## config.mk

```make
export PLATFORM = sky130hd
export DESIGN_NAME = fifo_axis_tx
export DESIGN_NICKNAME = d
export VERILOG_FILES = /design/src/rtl/fifo_axis_tx.sv
export SDC_FILE = /design/constraint.sdc
export NUM_CORES = 1
export LEC_CHECK = 0
export ABC_AREA = 0
export ABC_CLOCK_PERIOD_IN_PS = 2200
export CAP_MARGIN = 20
export CORE_UTILIZATION = 50
export CTS_BUF_LIST = sky130_fd_sc_hd__clkbuf_2 sky130_fd_sc_hd__clkbuf_4 sky130_fd_sc_hd__clkbuf_8
export CTS_CLUSTER_DIAMETER = 200
export DETAILED_ROUTE_END_ITERATION = 10
export PLACE_DENSITY = 0.81
export SYNTH_ARGS = -nofsm -noshare
export SYNTH_HDL_FRONTEND = slang
export SYNTH_SLANG_ARGS = --single-unit
```

## constraint.sdc

```tcl
create_clock -name clk -period 2.2 [get_ports clk]
set_clock_uncertainty 0.05 [all_clocks]
set_input_delay 0.55 -clock clk [delete_from_list [all_inputs] [get_ports clk]]
set_output_delay 0.55 -clock clk [all_outputs]
set_load 0.01 [all_outputs]
```

## src/rtl/fifo_axis_tx.sv

```systemverilog
// fifo_axis_tx
// Drains a first-word-fall-through FIFO and presents its words as an
// AXI4-Stream master. A two-entry buffer (main + skid) sustains one beat per
// cycle while keeping fifo_deq free of any combinational path from m_tready.
// m_tlast comes from a beat counter at a fixed packet length.
//
// Parameters
//   F_WIDTH  data width (must match the FIFO)
//   PKT_LEN  beats per packet (>= 1)
//   CW       beat counter width
// Ports
//   clk         clock, rising edge
//   rst         asynchronous reset, active low
//   fifo_dout   FIFO head word (valid while fifo_empty is 0)
//   fifo_empty  FIFO empty flag
//   fifo_deq    pop request; fifo_dout is captured in the same cycle
//   m_tdata     stream data
//   m_tvalid    stream valid
//   m_tready    stream ready from the consumer
//   m_tlast     last beat of a packet
//   busy        either buffer entry occupied
module fifo_axis_tx #(
  parameter int F_WIDTH = 8,
  parameter int PKT_LEN = 4,
  parameter int CW      = (PKT_LEN > 1) ? $clog2(PKT_LEN) : 1
) (
  input  logic               clk,
  input  logic               rst,
  input  logic [F_WIDTH-1:0] fifo_dout,
  input  logic               fifo_empty,
  output logic               fifo_deq,
  output logic [F_WIDTH-1:0] m_tdata,
  output logic               m_tvalid,
  input  logic               m_tready,
  output logic               m_tlast,
  output logic               busy
);

  typedef enum logic [1:0] {
    S_EMPTY = 2'd0,
    S_ONE   = 2'd1,
    S_TWO   = 2'd2
  } state_t;

  localparam logic [CW-1:0] CNT_MAX = CW'(PKT_LEN - 1);

  state_t             state_q, state_d;
  logic [F_WIDTH-1:0] main_data_q, main_data_d;
  logic               main_last_q, main_last_d;
  logic [F_WIDTH-1:0] skid_data_q, skid_data_d;
  logic               skid_last_q, skid_last_d;
  logic [CW-1:0]      cnt_q, cnt_d;
  logic               hs;
  logic               cap_last;

  // Pop decision uses only registered occupancy and fifo_empty, so the
  // consumer's ready never reaches the FIFO combinationally.
  assign fifo_deq = rst & ~fifo_empty & (state_q != S_TWO);
  assign m_tvalid = (state_q != S_EMPTY);
  assign busy     = m_tvalid;
  assign m_tdata  = main_data_q;
  assign m_tlast  = main_last_q;
  assign hs       = m_tvalid & m_tready;

  // Last tag is attached at capture time, from the word's position in FIFO order.
  assign cap_last = (cnt_q == CNT_MAX);

  always_comb begin
    cnt_d = cnt_q;
    if (fifo_deq) begin
      cnt_d = cap_last ? '0 : cnt_q + CW'(1);
    end
  end

  always_comb begin
    state_d     = state_q;
    main_data_d = main_data_q;
    main_last_d = main_last_q;
    skid_data_d = skid_data_q;
    skid_last_d = skid_last_q;
    case (state_q)
      S_EMPTY: begin
        if (fifo_deq) begin
          state_d     = S_ONE;
          main_data_d = fifo_dout;
          main_last_d = cap_last;
        end
      end
      S_ONE: begin
        if (hs && fifo_deq) begin
          main_data_d = fifo_dout;
          main_last_d = cap_last;
        end else if (hs) begin
          state_d = S_EMPTY;
        end else if (fifo_deq) begin
          // Consumer stalled: park the already-popped word in the skid entry.
          state_d     = S_TWO;
          skid_data_d = fifo_dout;
          skid_last_d = cap_last;
        end
      end
      S_TWO: begin
        if (hs) begin
          state_d     = S_ONE;
          main_data_d = skid_data_q;
          main_last_d = skid_last_q;
        end
      end
      default: state_d = S_EMPTY;
    endcase
  end

  always_ff @(posedge clk or negedge rst) begin
    if (!rst) begin
      state_q     <= S_EMPTY;
      cnt_q       <= '0;
      main_data_q <= '0;
      main_last_q <= 1'b0;
      skid_data_q <= '0;
      skid_last_q <= 1'b0;
    end else begin
      state_q     <= state_d;
      cnt_q       <= cnt_d;
      main_data_q <= main_data_d;
      main_last_q <= main_last_d;
      skid_data_q <= skid_data_d;
      skid_last_q <= skid_last_d;
    end
  end

endmodule

```

== After elaboration in Yosys (flattened, before gate mapping) ==
Index checks and enable logic that the tools add are counted.

* Latch bits: 0
* Output and inout bits: 12
* ROM bits: 0
* Bits of input ports: 12
* Memory bits (writable): 0
* Bits in registers: 22
* Memories kept: 0

* Multipliers: 0
* Reduce and logical (&&, ||, !) cells: 7
* Equal/unequal tests: 9
* Bitwise logic cells: 6
* Add/sub/neg operators: 1
* Shifts and indexed selects: 0
* Mux-type cells: 15
* Divide/modulo/power cells: 0
* Magnitude comparators: 0

{| class="wikitable"
|+ Operators by type and width
! cell !! number
|-
| two-way mux 8 bit || 3
|-
| one-hot mux 8 bit (3 select lines) || 1
|-
| two-way mux 2 bit || 6
|-
| AND reduction 4 bit || 3
|-
| != test 2 bit (second input constant) || 5
|-
| one-hot mux 2 bit (3 select lines) || 1
|-
| == test 2 bit (second input constant) || 2
|-
| bitwise AND 1 bit || 3
|-
| two-way mux 1 bit || 3
|-
| != test 3 bit (second input constant) || 1
|-
| NOT 1 bit || 3
|-
| one-hot mux 1 bit (3 select lines) || 1
|-
| nonzero test 3 bit || 1
|-
| adder 2 x 1 -> 2 bit (second input constant) || 1
|-
| == test 2 x 1 -> 1 bit (second input constant) || 1
|-
| zero test 2 bit || 1
|-
| nonzero test 2 bit || 1
|-
| logical AND 1 bit || 1
|}

== Depth between registers and ports, before layout ==
Gate-level depths: netlist (run 1).

* Word-level depth: 7
* Gate-level depth with buffers: 5
* Mapped depth without buffers: 3

== Worst setup path before layout (run 1) ==
OpenSTA, ideal clock, no wires.

* Path kind: input port to flip-flop
* Start: in fifo_empty
* End: reg main_data_q[0] (netlist: m_tdata[0])
* Setup time: 0.119 ns
* Buffers on the path: 1
* Cell stages on the path: 4
* Required time: 2.031 ns
* Path slack: 0.577 ns
* Data arrival time: 1.455 ns
* Path through: or3b_1 -> buf_6 -> o32a_1 -> o21a_1

* Longest elaborated chain between the ends: 6
* Elaborated cells on any way between the ends: 7
* Those cells by class: eq/ne (2); bitwise (3); reduce/logical (2)

{| class="wikitable"
|+ Ends and longest elaborated chain
! element !! line !! text
|-
| from (decl) || 30 || <nowiki>input logic fifo_empty,</nowiki>
|-
| NOT 1 bit (*) || 58 || <nowiki>assign fifo_deq = rst & ~fifo_empty & (state_q != S_TWO);</nowiki>
|-
| bitwise AND 1 bit (*) (2 in series) || 58 ||
|-
| logical AND 1 bit || 90 || <nowiki>if (hs && fifo_deq) begin</nowiki>
|-
| != test 2 bit (no source line) || -- ||
|-
| AND reduction 4 bit (no source line) (*) || -- ||
|-
| to (signal assigned) || 124 || <nowiki>main_data_q <= main_data_d;</nowiki>
|-
| to (decl) || 48 || <nowiki>logic [F_WIDTH-1:0] main_data_q, main_data_d;</nowiki>
|}

Mark *: on every way between the ends. The rest lies on a longest branch, timed or not.
A chain may end at the register's enable or synchronous reset.

== Final worst setup path (run 1) ==
* Start: reg state_q[1]
* End: out m_tvalid

* Longest elaborated chain between the ends: 1

{| class="wikitable"
|+ Ends and longest elaborated chain
! element !! line !! text
|-
| from (decl) || 47 || <nowiki>state_t state_q, state_d;</nowiki>
|-
| from (signal assigned) || 122 || <nowiki>state_q <= state_d;</nowiki>
|-
| nonzero test 2 bit || 59 || <nowiki>assign m_tvalid = (state_q != S_EMPTY);</nowiki>
|-
| to (decl) || 33 || <nowiki>output logic m_tvalid,</nowiki>
|}

Every way passes these cells.

==> summary by stage, run 1 <==
Status
The flow ran to the end, and the final reports show no timing, DRC or antenna violations.

Layout
Leaving out fill and tap cells, the most frequent cells in the layout are 22 x clkdlybuf4s50_1, 21 x dfrtp_1, 14 x buf_4, 11 x mux2_2. The fraction of final layout cells with drive strength greater than 1 is 30.91%. The library cell used most frequently in the layout, excluding fill and tap cells, is clkdlybuf4s50_1. The storage element area is 551.8 um^2.

The net count of the finished layout is 124. The area growth from synthesis to layout is 37.12%. The area taken by multi-input logic gates is 405.4 um^2.

Cells fill 76.21% of the core in the end. The filler cells instantiated in the layout total 126. 0 antenna diodes ended up in the layout.

Clock tree
Counting every sink on the clock net gives 22. The clock-pin slew reported for the worst setup and hold paths after clock tree synthesis is 120 ps. The number of buffers created by CTS is 3. The cell at the root of the clock tree is clkbuf_4. The clock latency at the later pin of the worst-skew pair is 300 ps. CTS built an H-tree with a depth of 1. The buffer depth of the longest clock path is 2.

The clock tree from TritonCTS is done.

Timing
The time the worst path needs with I/O delays and setup is 2108 ps. The worst slew slack as a fraction of its limit is 81.18%. The final hold violation count is 0.

Setup repair after global routing left no endpoint under its margin. The part of the cycle the worst path needs is 95.80%. Setup violations remaining at the end of the flow were counted as 0. The slew at the pin closest to its max-slew limit is 281.2 ps. Static timing analysis puts the maximum clock frequency at 0.4745 GHz.

The max-slew violation total from the final report is 0.

Placement
During placement, the flow inserted port buffers numbering 23. Detailed placement ended at an HPWL of 1525 um. The congestion estimate from routability-driven global placement came to 0.7501.

Critical path
Tracing the worst setup path back leads to its startpoint at state_q[1]. The end of the worst register-to-register path is m_tdata[7]. The endpoint class of the critical path is an output pin.

Along the worst path, the maximum fanout reaches 3. The depth of the most critical reg-to-reg path is 5. The worst setup path is launched from a flip-flop.

Across all register-to-register paths, the minimum setup slack is 470 ps. The critical setup path kind is flip-flop to output pin. The worst register-to-register path begins at state_q[1]. The largest single stage delay on the critical path is 480 ps. The category of cells accounting for the largest share of critical-path delay is buffers and inverters. Data on the critical path is required at its endpoint by 1600 ps. The number of buffers and inverters on the critical path is 1. The master of the slowest instance on the critical path is clkdlybuf4s50_1. Data arrives at the worst endpoint at 1510 ps.

The signal on the critical path passes through or2_2, clkdlybuf4s50_1.

Worst hold path
The path class of the lowest-slack min-delay path is flip-flop to flip-flop. Counting instances, the worst hold path has a depth of 1. The startpoint of the worst hold path is m_tdata[0]. The sink of the worst hold path is m_tdata[0].

Logic synthesis
The number of distinct library cells after synthesis is 22. The number of instances in the synthesized netlist is 73. The warning count from the yosys run is 0. Sequential cells were found to cover 55.56% of the synthesized design area.

The synthesized netlist occupies a cell area of 991.0 um^2. By area the synthesized netlist is led by dfrtp_1 56%, mux2_2 13%, o32a_1 9.1%. The share of flip-flops with an asynchronous set or reset after synthesis is 100.0%. The top cell type's share of synthesized area is 55.56%. Among all flip-flop cells after synthesis, the most frequent one is dfrtp_1. The number of nets handed over by synthesis was 86.

Yosys mapped a number of flops with a built-in enable equal to 0. The synthesized flop and latch total is 22. The synthesized design spends more area on one cell type than any other, namely dfrtp_1. The average instance area after synthesis is 13.57 um^2.

Power and ir drop
The switching power summed over all nets is 0.3467 mW. In this run the power density over the cells is 918.5 nW/um^2. The sequential share of power is 49.3%. Internal power comes to 0.9013 mW. IR analysis of the VDD net gives a maximum drop of 0.0005825 V. The power consumption is 1.248 mW.

The combinational cell fraction of total power is 32.8%. In this run the static leakage power is 0.5703 nW. Of the total power, the share spent switching nets is 27.78%.

The clock power share is 18.0%.

GRT
Entering global routing, the biggest net connects 17 pins. The total global-route track usage is 22.45%. After global routing the overflow that remains totals 0. The number of antenna violations at the first check in global routing is 0. The wire length of the first global-routing pass is 3332 um. The via count of the first global-routing pass is 696.

Drt
The detailed-route via count is 727. The first routing iteration left 10 violations. In the routed layout, each cell is associated on average with a via count of 5.385. The remaining routing DRC violations is 0.

In this run the remaining antenna-violating nets after routing total 0. The number of iterations in the first detailed-routing pass is 4. The mean routed wirelength per cell is 15.44 um. The total detailed-routing wirelength is 2084 um.

Floorplanning
The I/O pin total is 24. The count of standard-cell rows is 15. The die is 46.52 um tall. In this run the horizontal extent of the chip is 46.52 um. The effective utilization at floorplan is 55.58%. In this run the standard cell core region covers 1783 um^2.

The full die area is 2164 um^2.

Flow run
The max-cap violation count is 0.
power groups by stage:
stage | sequential [mW] | combinational [mW] | clock (mW)
4_1_cts | 0.616 | 0.408 | 0.228
2_1_floorplan | 0.628 | 0.206 | 0
3_5_place_dp | 0.625 | 0.407 | 0
3_3_place_gp | 0.613 | 0.394 | 0
5_1_grt | 0.631 | 0.445 | 0.251
6_report | 0.615 | 0.409 | 0.224
state kept, by name (all words and copies together) (netlist names):
register     cells
m_tdata          8
skid_data_q      8
cnt_q            2
state_q          2
m_tlast          1
skid_last_q      1
timing repair:
action,4_1_cts,5_1_grt
gates cloned,0,0
hold endpoints to repair,0,0
gates resized for setup,3,2
hold buffers,0,0
setup buffers,0,2
setup endpoints to repair,3,3
pin swaps,0,0
how the worst max path moves through the flow:
| stage | endpoint | slack, ps | cells after the start |
|---|---|---|---|
| after CTS | fifo_deq | 7 | 4 |
| after global placement | fifo_deq | -260 | 4 |
| after detailed placement | fifo_deq | -290 | 4 |
| after global routing | m_tvalid | 6 | 2 |
| final | m_tvalid | 90 | 2 |
| after floorplan | m_tdata[0] | 580 | 4 |
per-layer routing:
metal	vias up	global-route usage, %	routed length, um
met2	17	37.78	1061
met3	2	4.706	86
met5	-	0	0
li1	350	-	-
met4	0	5.294	13
met1	358	29.14	922
metrics by stage:
| stage | hold WS, ps | instance area, um^2 | std cells | worst slack (ps) | TNS [ps] |
|---|---|---|---|---|---|
| finish | 453.2 | 1359 | 135 | 92.33 | 0 |
| global route | 466.9 | 1359 | 135 | 5.552 | 0 |
| CTS | 457.1 | 1345 | 133 | 6.789 | 0 |
| detailed placement | 428.7 | 1308 | 129 | -289.1 | -2666 |
| floorplan | 204.4 | 991.0 | 73 | 576.7 | 0 |
| global placement | 421.6 | 1308 | 129 | -261.3 | -2039 |
synthesized netlist by cell type, types with 2 or more instances:
cell type	n
a21oi_1	3
buf_6	2
dfrtp_1	22
mux2_2	11
nand2_1	2
o21a_1	9
o32a_1	9
cells by family (layout without fill, tap and decap cells):
group / count (synthesis) / in the layout / share of synthesized area, %
buffers and inverters: 5 / 42 / 3.913
DFF: 22 / 22 / 55.56
muxes: 12 / 12 / 13.51
and+or+nand+nor: 10 / 10 / 6.063
adders and majority gates: 1 / 1 / 1.262
AOI/OAI and AO/OA: 23 / 23 / 19.70
layout make-up:
| type | instances | share of cell area [%] |
|---|---|---|
| clock buffer | 4 | 2.670 |
| inverter | 1 | 0.2762 |
| multi-input combinational | 46 | 29.83 |
| timing repair buffer | 37 | 24.31 |
| sequential | 22 | 40.61 |
| tap | 25 | 2.302 |
No activity file was read; power rests on OpenSTA's default activity.
==> run 2, diff against run 1 <==
CELL_PAD_IN_SITES_DETAIL_PLACEMENT = 1   (was unset)
CELL_PAD_IN_SITES_GLOBAL_PLACEMENT = 1   (was unset)
CORE_UTILIZATION = 40   (was 50)
PLACE_DENSITY = unset   (was 0.81)
PLACE_DENSITY_LB_ADDON = 0.1   (was unset)
SETUP_SLACK_MARGIN = 0.5   (was unset)
==> run 2 against run 1 <==
Clock-buffer cell count unchanged. Critical path depth is 1 higher. Wire length is 13% higher. Sequential power decreased by 1%. Final area increased by 5.3%. Combinational power is essentially flat. Die area grew 24%.
==> summary by stage, run 2 (same netlist as run 1, synthesis figures left out) <==
Critical path
The startpoint of the most critical setup path is state_q[1] (unchanged). The critical path data required time is 1600 ps (about the same). The critical path startpoint category is a flip-flop (unchanged). The start of the worst register-to-register path is state_q[1] (unchanged). The worst path buffer plus inverter count came to 2 (was 1).

The data arrival time of the critical path is 1160 ps (was 1510 ps). CP cell instances: buf_6, a21oi_4, buf_6 (was or2_2, clkdlybuf4s50_1). The category of cells accounting for the largest share of critical-path delay is flip-flops (was buffers and inverters). The peak per-stage delay on the critical path is 440 ps (was 480 ps). The endpoint class of the critical path is an output pin (unchanged). The critical setup path kind is flip-flop to output pin (unchanged).

The master of the slowest instance on the critical path is dfrtp_2 (was clkdlybuf4s50_1). Among the stages of the critical path, the cell type that occurs most often is buf_6. The depth of the most critical reg-to-reg path is 5 (unchanged).

The maximum fanout along the worst path was 5 (was 3). The total number of cells along the worst setup path came to 3 (was 2).

GRT
The total global-route track usage is 19.39% (was 22.45%). The total congestion overflow came to 0 (unchanged). The via count of the first global-routing pass was 826 (was 696).

The pin count of the biggest net entering global routing is 16 (was 17). The wire length of the first global-routing pass is 3753 um (was 3332 um). The number of antenna violations at the first check in global routing is 0 (unchanged).

Flow run
The max-cap violation count is 0 (unchanged).

Drt
The number of iterations in the first detailed-routing pass was 3 (was 4). The first-iteration detailed-routing DRC count is 4 (was 10). The total detailed-routing wirelength came to 2362 um (was 2084 um). The antenna violation net count after detailed routing is 0 (unchanged). The average via count per standard cell is 5.401 (was 5.385). The detailed-route via count was 767 (was 727).

The mean routed wirelength per cell is 16.63 um (was 15.44 um). The remaining routing DRC violations was 0 (unchanged).

Timing
The final sum of negative setup slack was 0 ps (unchanged). The final hold violation count was 0 (unchanged). Unrepaired setup endpoints after global routing: yes (was no).

The slew at the pin closest to its max-slew limit is 265.4 ps (was 281.2 ps). The worst slew slack as a fraction of its limit is 82.27% (was 81.18%). The time the worst path needs with I/O delays and setup was 1758 ps (was 2108 ps). The total setup violations reported at the end of the flow came to 0 (unchanged). The max-slew violation total from the final report is 0 (unchanged). The highest achievable clock rate was 0.5687 GHz (was 0.4745 GHz).

The part of the cycle the worst path needs is 79.93% (was 95.80%).

Floorplanning
The core region area was 2276 um^2 (was 1783 um^2). The I/O pin total came to 24 (unchanged). The chip height is 51.78 um (was 46.52 um). The effective utilization at floorplan came to 43.54% (was 55.58%).

The full die area is 2681 um^2 (was 2164 um^2). The die extent in x is 51.78 um (was 46.52 um). The count of standard-cell rows is 17 (was 15).

Layout
The layout filler cell count is 237 (was 126). The fraction of final layout cells with drive strength greater than 1 was 38.60% (was 30.91%). The number of nets in the finished design is 128 (was 124). The leading cell type in the layout, fill and taps excluded is dfrtp_1 (was clkdlybuf4s50_1).

The storage element area is 551.8 um^2 (unchanged). The number of cells in the finished layout apart from fillers is 142 (was 135). Commonest cells after routing, fill and taps aside: 21 x dfrtp_1, 13 x buf_4, 11 x mux2_2 (was 22 x clkdlybuf4s50_1, 21 x dfrtp_1, 14 x buf_4, 11 x mux2_2). The area taken by multi-input logic gates is 434.2 um^2 (was 405.4 um^2). The number of antenna cells inserted is 0 (unchanged).

The area growth from synthesis to layout is 44.44% (was 37.12%).

Power and ir drop
The sequential share of power is 48.9% (was 49.3%). The areal power density over the cells is 868.6 nW/um^2 (was 918.5 nW/um^2). The power consumption is 1.243 mW (was 1.248 mW). The combinational cell fraction of total power is 33.1% (was 32.8%). The switching power summed over all nets came to 0.3578 mW (was 0.3467 mW). The leakage power is 0.6246 nW (was 0.5703 nW). The clock power share is 18.0% (about the same). The total internal power is 0.8855 mW (was 0.9013 mW). The worst vdd rail ir drop is 0.0005640 V (was 0.0005825 V). The switching share of power is 28.78% (was 27.78%).

Clock tree
The clock latency at the later pin of the worst-skew pair is 300 ps (about the same). The total clock sinks is 22 (unchanged). The number of H-tree branching levels came to 1 (unchanged).

The cell at the root of the clock tree is clkbuf_4 (unchanged). The clock-pin slew reported for the worst setup and hold paths after clock tree synthesis is 130 ps (was 120 ps). The clock tree from TritonCTS is done (unchanged).

The number of buffers created by CTS is 3 (unchanged). The buffer depth of the longest clock path was 2 (unchanged). The number of hold-repair buffers added at the cts stage was 0 (unchanged).

Placement
The last weighted congestion value of the routability-driven placer was 0.6980 (was 0.7501). The count of buffers inserted at the top-level ports is 23 (unchanged). The placed cell count is 132 (was 129). The HPWL after detailed placement is 1610 um (was 1525 um).

Worst hold path
The path class of the lowest-slack min-delay path is input pin to asynchronous set/reset pin (was flip-flop to flip-flop).

Status
Status: finished clean (unchanged).
[run 2: changes by cell type in the layout (fill, tap and decap cells not counted), sizes merged]
cell / before / now
clkbuf: 5 / 4
dlygate4sd2: 0 / 9
dlymetal6s2s: 0 / 1
o21ai: 1 / 2
clkdlybuf4s50: 22 / 8
buf: 14 / 20
clkdlybuf4s15: 0 / 2
[run 2: power by group through the flow]
stage / registers, mW / logic, mW / clock network, mW
after detailed placement: 0.623 / 0.417 / 0
after global routing: 0.628 / 0.446 / 0.248
after floorplan: 0.628 / 0.206 / 0
after global placement: 0.613 / 0.398 / 0
final: 0.608 / 0.411 / 0.224
after CTS: 0.610 / 0.407 / 0.231
[run 2: worst min-delay path: stages]
cell,delay [ps]
clkdlybuf4s15_2,220
buf_6,110
buf_4,170
[run 2: worst paths after layout]
path | endpoint | slack, ps
min in group clk | m_tdata[6] | 450
hold reg to reg | m_tdata[6] | 450
setup reg to reg | m_tdata[4] | 500
hold / removal | skid_last_q | 330
setup / recovery | fifo_deq | 440
max in group asynchronous | state_q[1] | 1340
[run 2: layout make-up]
type / count / share of cell area (%)
timing repair buffer: 40 / 25.87
sequential: 22 / 38.55
inverter: 1 / 0.2622
tap: 28 / 2.448
multi-input combinational: 47 / 30.33
clock buffer: 4 / 2.535
[run 2: through the flow]
stage               hold WS (ps)  instance area (um^2)  worst slack (ps)  utilization, %
detailed placement         434.1                  1311            -291.4           57.61
global placement           422.4                  1311            -225.9           57.61
floorplan                  204.4                 991.0             576.7               -
CTS                        321.5                  1388             410.9           60.97
finish                     330.7                  1431             441.6           62.89
global route               322.8                  1431             397.8           62.89
[run 2: repair_timing]
item | CTS | global route
setup buffers | 3 | 2
setup endpoints to repair | 30 | 21
pin swaps | 3 | 9
resized for setup | 37 | 4
gates cloned | 0 | 1
[run 2: routing by layer]
| layer | GRT usage [%] | up-vias | part of all wire [%] |
|---|---|---|---|
| met3 | 1.754 | 2 | 2.5 |
| met2 | 35.93 | 10 | 57 |
| met4 | 4.054 | 0 | 0.17 |
| li1 | - | 360 | - |
| met1 | 24.29 | 395 | 40 |
| met5 | 0 | - | 0 |
==> run 3, diff against run 2 <==
ABC_CLOCK_PERIOD_IN_PS = 1700   (was 2200)
clock period = 1.7 ns   (was 2.2 ns; I/O delays follow)
==> run 3 against run 2 <==
Final area is 1.4% higher. Global-route usage is 2.2 points higher. Cell count is 4.2% higher. Combinational power is 39% higher. Via count is 5.6% higher. Core utilization is 0.88 points higher. Total power is 28% higher. Sequential power is 30% higher. Clock power is 5% higher. Non-clock buffer count is 7 higher. Critical path type is now flip-flop to flip-flop. Highest routed layer unchanged.
==> summary by stage, run 3 (same netlist as run 1, synthesis figures left out) <==
Status
Status: finished clean (unchanged).

Drt
The mean routed wirelength per cell is 16.94 um (was 16.63 um). The remaining routing DRC violations is 0 (unchanged). The total detailed-routing wirelength is 2507 um (was 2362 um). The antenna violation net count after detailed routing is 0 (unchanged). The average via count per standard cell is 5.473 (was 5.401). The detailed-route via count is 810 (was 767). The first-iteration detailed-routing DRC count came to 4 (unchanged). The number of iterations in the first detailed-routing pass came to 4 (was 3).

GRT
The met1 demand-to-capacity share in global routing came to 25.57% (was 24.29%). The total global-route track usage was 21.55% (was 19.39%). The number of antenna violations at the first check in global routing is 0 (unchanged). The total congestion overflow was 0 (unchanged). The met3 global-route usage was 1.754% (unchanged).

The wire length of the first global-routing pass came to 4098 um (was 3753 um). The busiest layer in global routing is met2 (unchanged). The met2 routing resource usage after global routing is 39.83% (was 35.93%). The via count of the first global-routing pass came to 873 (was 826). The pin count of the biggest net entering global routing came to 23 (was 16).

Clock tree
The number of buffers created by CTS is 3 (unchanged). The clock tree from TritonCTS is done (unchanged). The clock-pin slew reported for the worst setup and hold paths after clock tree synthesis came to 120 ps (was 130 ps).

The total clock sinks is 22 (unchanged). The buffer depth of the longest clock path came to 2 (unchanged). The clock latency at the later pin of the worst-skew pair is 300 ps (about the same).

The cell at the root of the clock tree is clkbuf_4 (unchanged). The number of H-tree branching levels was 1 (unchanged). The number of hold-repair buffers added at the cts stage is 0 (unchanged).

Timing
The highest achievable clock rate is 0.6085 GHz. The max-slew violation total from the final report is 0 (unchanged). The time the worst path needs with I/O delays and setup is 1643 ps. The worst slew slack as a fraction of its limit is 81.03% (was 82.27%). The final hold violation count is 0 (unchanged). The worst path uses 96.67% of the clock period. The slew at the pin closest to its max-slew limit is 284.6 ps (was 265.4 ps). The post-route worst setup slack is 56.60 ps (was 441.6 ps). The total setup violations reported at the end of the flow came to 0 (unchanged). Unrepaired setup endpoints after global routing: yes (unchanged).

Placement
The count of buffers inserted at the top-level ports came to 23 (unchanged). The HPWL after detailed placement is 1633 um (was 1610 um). The instance area after placement is 1329 um^2 (was 1311 um^2).

The worst slack after detailed placement is -540.9 ps (was -291.4 ps). The last weighted congestion value of the routability-driven placer came to 0.7696 (was 0.6980). The placed cell count was 134 (was 132).

Critical path
CP cell instances: buf_6, or3b_4, buf_6, o32a_1, o21a_1 (was buf_6, a21oi_4, buf_6). The endpoint class of the critical path is a flip-flop (was output pin). The worst path buffer plus inverter count came to 2 (unchanged). The critical path's most frequent cell is buf_6 (unchanged).

The critical path data required time came to 1860 ps (was 1600 ps). The category of cells accounting for the largest share of critical-path delay is flip-flops (unchanged). The maximum fanout along the worst path is 5 (unchanged). The data arrival time of the critical path is 1800 ps (was 1160 ps). The master of the slowest instance on the critical path is dfrtp_2 (unchanged). The peak per-stage delay on the critical path is 430 ps (was 440 ps). The critical setup path kind is flip-flop to flip-flop (was flip-flop to output pin). The critical path startpoint category is a flip-flop (unchanged).

Layout
The number of cells in the finished layout apart from fillers is 148 (was 142). The leading cell type in the layout, fill and taps excluded is dfrtp_1 (unchanged). The number of nets in the finished design was 135 (was 128). The number of antenna cells inserted was 0 (unchanged). The post-route standard cell area excluding fillers is 1451 um^2 (was 1431 um^2). Commonest cells after routing, fill and taps aside: 21 x dfrtp_1, 19 x buf_4, 11 x mux2_2 (was 21 x dfrtp_1, 13 x buf_4, 11 x mux2_2). The area growth from synthesis to layout is 46.46% (was 44.44%). The fraction of final layout cells with drive strength greater than 1 came to 50.83% (was 38.60%).

Worst hold path
The path class of the lowest-slack min-delay path is input pin to asynchronous set/reset pin (unchanged).

Floorplanning
The count of standard-cell rows came to 17 (unchanged). The chip height is 51.78 um (unchanged). The core region area is 2276 um^2 (unchanged). The effective utilization at floorplan is 43.54% (unchanged).

The die extent in x came to 51.78 um (unchanged). The full die area is 2681 um^2 (unchanged). The I/O pin total came to 24 (unchanged).

Power and ir drop
The leakage power is 0.6533 nW (was 0.6246 nW). The areal power density over the cells is 1100 nW/um^2 (was 868.6 nW/um^2). The worst vdd rail ir drop is 0.0009666 V (was 0.0005640 V). The power consumption is 1.597 mW (was 1.243 mW).

Flow run
The max-cap violation count is 0 (unchanged).
## run 3: cell count changes in the layout (fill, tap and decap cells not counted), moves of 2 or more
cell | previous run | this run
buf_4 | 13 | 19
a21oi_2 | 0 | 2
buf_2 | 0 | 9
dlygate4sd2_1 | 9 | 3
clkdlybuf4s15_2 | 2 | 0
## run 3: layer usage
| metal | part of all wire (%) | vias up |
|---|---|---|
| met2 | 52 | 19 |
| met1 | 43 | 415 |
| met5 | 0 | - |
| met4 | 1.4 | 0 |
| met3 | 3.2 | 4 |
| li1 | - | 372 |
## run 3: final timing paths
| check | slack [ps] | to | startpoint | depth (start not counted) |
|---|---|---|---|---|
| min reg2reg | 450 | m_tdata[0] | m_tdata[0] | 1 |
| min | 350 | skid_data_q[2] | rst | 3 |
| max reg2reg | 60 | m_tdata[3] | state_q[1] | 5 |
| max in group asynchronous | 1010 | state_q[1] | rst | 3 |
| max | 60 | m_tdata[3] | state_q[1] | 5 |
| min in group clk | 450 | m_tdata[0] | m_tdata[0] | 1 |
## run 3: power by group
part | internal, mW | switching, mW
sequential | 0.698 | 0.0923
clock | 0.0829 | 0.154
combinational | 0.344 | 0.227
total | 1.12 | 0.472
## run 3: cell type report
cell class / instances / area [um^2]
Fill cell: 252 / 824.5
Sequential cell: 22 / 551.8
Multi-Input combinational cell: 47 / 455.4
Timing Repair Buffer: 47 / 382.9
Tap cell: 28 / 35.03
Clock buffer: 3 / 22.52
Inverter: 1 / 3.754
## run 3: worst reg2reg max path: stages (launching register included)
cell	delay, ps
dfrtp_2	430
buf_6	130
or3b_4	400
buf_6	150
o32a_1	290
o21a_1	110
## run 3: timing repair
item	4_1_cts	5_1_grt
buffers inserted	5	4
endpoints found under the setup margin	34	34
gates cloned	2	0
pin swaps	13	4
hold endpoints to repair	0	0
gates resized for setup	58	8
## run 3: per-stage QoR
step           TNS, ps  util [%]  hold slack [ps]
2_1_floorplan        0         -            79.41
3_3_place_gp     -8502     58.38            425.6
3_5_place_dp     -9198     58.38            433.4
4_1_cts              0     60.80            353.3
5_1_grt              0     63.77            385.2
6_report             0     63.77            346.7
